<file path="src/rtl/fetch_sequencer.sv">
// Fetch path sequencer: owns the PC, issues req/ack reads, hands instructions to decode.
// Optional FETCH_COUNT_EN adds a saturating delivered-instruction counter (fetch_count).
module fetch_sequencer #(
    parameter int              ADDR_W      = 8,
    parameter int              DATA_W      = 8,
    parameter logic [ADDR_W-1:0] RESET_PC  = '0,
    parameter logic [3:0]      HALT_OPCODE = 4'hF
) (
    input  logic              clk,
    input  logic              reset,
    input  logic              start,
    input  logic              stall,
    input  logic              redirect_valid,
    input  logic [ADDR_W-1:0] redirect_pc,
    output logic              mem_req,
    output logic [ADDR_W-1:0] mem_addr,
    input  logic              mem_ack,
    input  logic [DATA_W-1:0] mem_rdata,
    output logic              inst_valid,
    output logic [DATA_W-1:0] inst_data,
    output logic [ADDR_W-1:0] inst_pc,
    input  logic              inst_ready,
    output logic [ADDR_W-1:0] pc,
    output logic              halted
`ifdef FETCH_COUNT_EN
    ,
    output logic [15:0]       fetch_count
`endif
);

    typedef enum logic [2:0] {
        S_IDLE,
        S_REQ,
        S_HOLD,
        S_PAUSE,
        S_HALT
    } state_e;

    state_e              state_q;
    logic [ADDR_W-1:0]   pc_q;
    logic [ADDR_W-1:0]   pc_inc_d;
    logic                mem_req_q;
    logic [ADDR_W-1:0]   mem_addr_q;
    logic                inst_valid_q;
    logic [DATA_W-1:0]   inst_data_q;
    logic [ADDR_W-1:0]   inst_pc_q;
    logic                halted_q;
    logic                kill_q;
    logic                hs_d;
    logic                is_halt_d;
    state_e              resume_d;

    assign pc_inc_d  = pc_q + ADDR_W'(1);
    assign is_halt_d = (inst_data_q[DATA_W-1 -: 4] == HALT_OPCODE);
    assign resume_d  = stall ? S_PAUSE : S_REQ;
    // A redirect in HOLD flushes the instruction, so it never counts as delivered.
    assign hs_d      = (state_q == S_HOLD) & inst_valid_q & inst_ready
                     & ~redirect_valid;

    always_ff @(posedge clk or posedge reset) begin
        if (reset) begin
            state_q      <= S_IDLE;
            pc_q         <= RESET_PC;
            mem_req_q    <= 1'b0;
            mem_addr_q   <= '0;
            inst_valid_q <= 1'b0;
            inst_data_q  <= '0;
            inst_pc_q    <= '0;
            halted_q     <= 1'b0;
            kill_q       <= 1'b0;
        end else begin
            unique case (state_q)
                S_IDLE: begin
                    if (redirect_valid) begin
                        pc_q <= redirect_pc;
                    end else if (start) begin
                        if (stall) begin
                            state_q <= S_PAUSE;
                        end else begin
                            state_q    <= S_REQ;
                            mem_req_q  <= 1'b1;
                            mem_addr_q <= pc_q;
                        end
                    end
                end
                S_REQ: begin
                    if (!mem_req_q) begin
                        if (redirect_valid) begin
                            pc_q <= redirect_pc;
                        end else begin
                            mem_req_q  <= 1'b1;
                            mem_addr_q <= pc_q;
                        end
                    end else if (mem_ack) begin
                        mem_req_q <= 1'b0;
                        if (redirect_valid || kill_q) begin
                            kill_q  <= 1'b0;
                            state_q <= resume_d;
                            if (redirect_valid) begin
                                pc_q <= redirect_pc;
                            end
                        end else begin
                            inst_valid_q <= 1'b1;
                            inst_data_q  <= mem_rdata;
                            inst_pc_q    <= mem_addr_q;
                            pc_q         <= pc_inc_d;
                            state_q      <= S_HOLD;
                        end
                    end else if (redirect_valid) begin
                        pc_q   <= redirect_pc;
                        kill_q <= 1'b1;
                    end
                end
                S_HOLD: begin
                    if (redirect_valid) begin
                        inst_valid_q <= 1'b0;
                        pc_q         <= redirect_pc;
                        state_q      <= resume_d;
                    end else if (inst_ready) begin
                        inst_valid_q <= 1'b0;
                        if (is_halt_d) begin
                            state_q  <= S_HALT;
                            halted_q <= 1'b1;
                        end else begin
                            state_q <= resume_d;
                        end
                    end
                end
                S_PAUSE: begin
                    if (redirect_valid) begin
                        pc_q <= redirect_pc;
                    end else if (!stall) begin
                        state_q <= S_REQ;
                    end
                end
                S_HALT: begin
                    if (redirect_valid) begin
                        pc_q     <= redirect_pc;
                        halted_q <= 1'b0;
                        state_q  <= resume_d;
                    end
                end
                default: state_q <= S_IDLE;
            endcase
        end
    end

`ifdef FETCH_COUNT_EN
    logic [15:0] count_q;

    always_ff @(posedge clk or posedge reset) begin
        if (reset) begin
            count_q <= '0;
        end else if (hs_d && count_q != 16'hFFFF) begin
            count_q <= count_q + 16'd1;
        end
    end

    assign fetch_count = count_q;
`else
    logic unused_hs;
    assign unused_hs = hs_d;
`endif

    assign mem_req    = mem_req_q;
    assign mem_addr   = mem_addr_q;
    assign inst_valid = inst_valid_q;
    assign inst_data  = inst_data_q;
    assign inst_pc    = inst_pc_q;
    assign pc         = pc_q;
    assign halted     = halted_q;

endmodule

</file>
<file path="config.mk">
export PLATFORM = sky130hd
export DESIGN_NAME = fetch_sequencer
export DESIGN_NICKNAME = d
export VERILOG_FILES = /design/src/rtl/fetch_sequencer.sv
export SDC_FILE = /design/constraint.sdc
export NUM_CORES = 1
export LEC_CHECK = 0
export CAP_MARGIN = 5
export CORE_ASPECT_RATIO = 1.2
export CORE_MARGIN = 3
export CORE_UTILIZATION = 40
export CTS_CLUSTER_SIZE = 8
export DETAILED_ROUTE_END_ITERATION = 6
export PLACE_DENSITY = 0.7
export SYNTH_ARGS = -nofsm -noshare
export SYNTH_HDL_FRONTEND = slang
export SYNTH_SLANG_ARGS = --single-unit
</file>
<file path="constraint.sdc">
create_clock -name clk -period 4.98 [get_ports clk]
set_input_delay 0.747 -clock clk [delete_from_list [all_inputs] [get_ports clk]]
set_output_delay 0.747 -clock clk [all_outputs]
set_load 0.03 [all_outputs]
</file>
==> run metrics <==
core area=4420 um^2; slowest CP cell=or4_1; crit path max fanout=21; Critical Path Sink Type=flop; Hold Fails Final Rpt=0; DRT Pass-1 Iters=4; status=finished clean; routed len/inst=14.8 um; Leakage=0.00111 uW; Synth warnings=0; crit path DAT=2.98 ns; # IOs=58; minimum clock period=2.76 ns; Final TNS setup=0 ns; most frequent CP cell=or4_1; largest net degree at the start of global routing=40; vias per std cell=5.40; Hold Path Depth=1; Initial Util=43.3%; port bufs=57; Mean Syn Cell Area=10.6 um^2; TritonCTS clock tree=yes; worst-margin pin slew=0.884 ns; remaining global-route overflow=0; DRC viols=0; Slew Viols, Final=0; WL final=4370 um; Hold/Removal Path Class=reg2reg; top post-synthesis cells by area=dfrtp_1 51%, mux2_2 13%, nor2_1 3.3%; Mapped Nets=205; CP Cell Sequence=clkdlybuf4s50_1, or4_1, or4_1, nand3_1; Peak supply drop=309 uV; RSZ-0062 raised after global routing=false; Routed Antenna Nets=0; flops & latches, synth=39; pwr dens=593 nW/um^2; Final Skew=0.00410 ns; worst setup path class=in2reg; Synth top area share=51.0%; ant diodes=0; Most used DFF post-synth=dfrtp_1; first-pass GRT wire length=7310 um; max incr delay on CP=0.83 ns; Final Non-Filler Cells=295; area grow syn2layout=38.3%; CTS buffer count=5; Seq/Total Area, Yosys=51.0%; GRT Resource Usage Total=16.3%; initial antenna violation count=0; Die X=69.2 um; worst skew pair latency=0.29 ns; number of global-route vias before repair=1557; DP HPWL=3130 um; ys async rst share=100%; # H-tree levels=2; full die area=5660 um^2; Critical Path RT=5.20 ns; Max Fclk=0.362 GHz; cell count of the worst reg-to-reg path=4; Reg area=976 um^2; max_cap viols=0; Final Wtd Congestion=0.807; share of cells above drive strength 1=14.6%; commonest non-fill, non-tap cell in the layout=clkdlybuf4s50_1; post-synth cell types=44; multi-input combinational cell area=872 um^2; initial DRC count=62; chip height=81.8 um; most frequent cells in the layout=57 x clkdlybuf4s50_1, 39 x dfrtp_1, 22 x mux2_2; post-CTS setup buffers=0; startpoint types=primary input; number of flops mapped to enable cells by yosys=0; vias=1592; CTS Buffer Depth=2; final net count=262; post-synth top area cell=dfrtp_1; post-CTS resize count=0; Worst-path clk slew=0.07 ns; final setup violation count=0; Core Rows=26; hold buffers post-CTS=0; Gate Count Post-Synth=181; Worst slew margin=40.7%; Final period util=55.5%; mapped cell area=1910 um^2; FILL cells=412; CTS root buf=clkbuf_8; Post-Place Cells=287; clock sink total=39
==> metrics by stage <==
| stage | utilization, % | area, um^2 | power, uW | hold WS [ns] | setup WS [ns] |
|---|---|---|---|---|---|
| 6_report | 59.8 | 2650 | 1570 | 0.507 | 2.22 |
| 5_1_grt | 59.8 | 2650 | 1660 | 0.518 | 2.13 |
| 4_1_cts | 59.8 | 2650 | 1590 | 0.510 | 2.24 |
| 3_5_place_dp | 57.2 | 2530 | 1320 | 0.492 | 1.94 |
| 3_3_place_gp | 57.2 | 2530 | 1300 | 0.486 | 1.99 |
| 2_1_floorplan | - | 1910 | 1010 | 0.535 | 2.98 |
==> routing by layer <==
| layer | part of all wire (%) | routed length (um) | track usage, % | vias to the layer above |
|---|---|---|---|---|
| met1 | 45 | 1950 | 19.1 | 774 |
| met3 | 4.4 | 193 | 3.67 | 5 |
| met4 | 1.0 | 44 | 6.45 | 0 |
| met2 | 50 | 2180 | 29.2 | 40 |
| li1 | - | - | - | 773 |
| met5 | 0 | 0 | 0 | - |
==> final timing paths <==
kind	start	end	slack, ns
hold / removal	inst_pc[2]	inst_pc[2]	0.51
setup reg to reg	state_q[0]	inst_data[6]	2.75
min in group asynchronous	reset	inst_data[2]	0.87
hold reg to reg	inst_pc[2]	inst_pc[2]	0.51
max in group asynchronous	reset	inst_pc[0]	3.78
setup / recovery	redirect_valid	pc[3]	2.22
==> cells by family (layout without fill, tap and decap cells) <==
family                   count (synthesis)  in the layout  share of synthesized area [%]
flip-flops                              39             39                           51.0
multiplexers                            25             25                           14.5
buffers and inverters                   16             74                           3.46
adder cells (fa/ha/maj)                  1              1                          0.653
AO/OA/AOI/OAI                           41             41                           14.4
AND/OR/NAND/NOR                         59             59                           16.0
==> Yosys cell counts (2+ instances only) <==
library cell / count
or3_1: 3
nor2b_1: 3
o21ai_0: 10
mux2i_1: 3
clkbuf_1: 6
buf_2: 2
a21oi_1: 4
nand2_1: 11
or4_1: 2
a22o_1: 2
nor3_1: 2
o22ai_1: 3
mux2_2: 22
nor2_1: 17
nand3_1: 5
o21a_1: 3
a211oi_1: 3
a21o_1: 2
nor3b_1: 5
a31oi_1: 3
dfrtp_1: 39
inv_1: 7
nand4_1: 3
==> power by group <==
part / total, uW / switching (uW) / leakage (uW) / internal [uW]
combinational: 740 / 390 / 0.000570 / 351
clock: 269 / 107 / 0.0000612 / 162
sequential: 562 / 119 / 0.000475 / 443
==> worst max-delay path: cells and delay by family <==
| kind | cells | cell delay [ns] |
|---|---|---|
| simple gates | 3 | 1.44 |
| buf+inv | 1 | 0.79 |
==> cell type report <==
| cell class | count | share of cell area, % |
|---|---|---|
| Multi-Input combinational cell | 126 | 32.9 |
| Timing Repair Buffer | 59 | 22.1 |
| Tap cell | 56 | 2.65 |
| Clock inverter | 2 | 1.32 |
| Inverter | 7 | 0.992 |
| Sequential cell | 39 | 36.9 |
| Clock buffer | 6 | 3.12 |
==> sequential cells by signal, summed over array words and instances, names as in the netlist <==
signal,flops
inst_valid,1
halted,1
mem_addr,8
kill_q,1
inst_pc,8
inst_data,8
mem_req,1
pc,8
state_q,3
(Power assumes the default switching activity.)
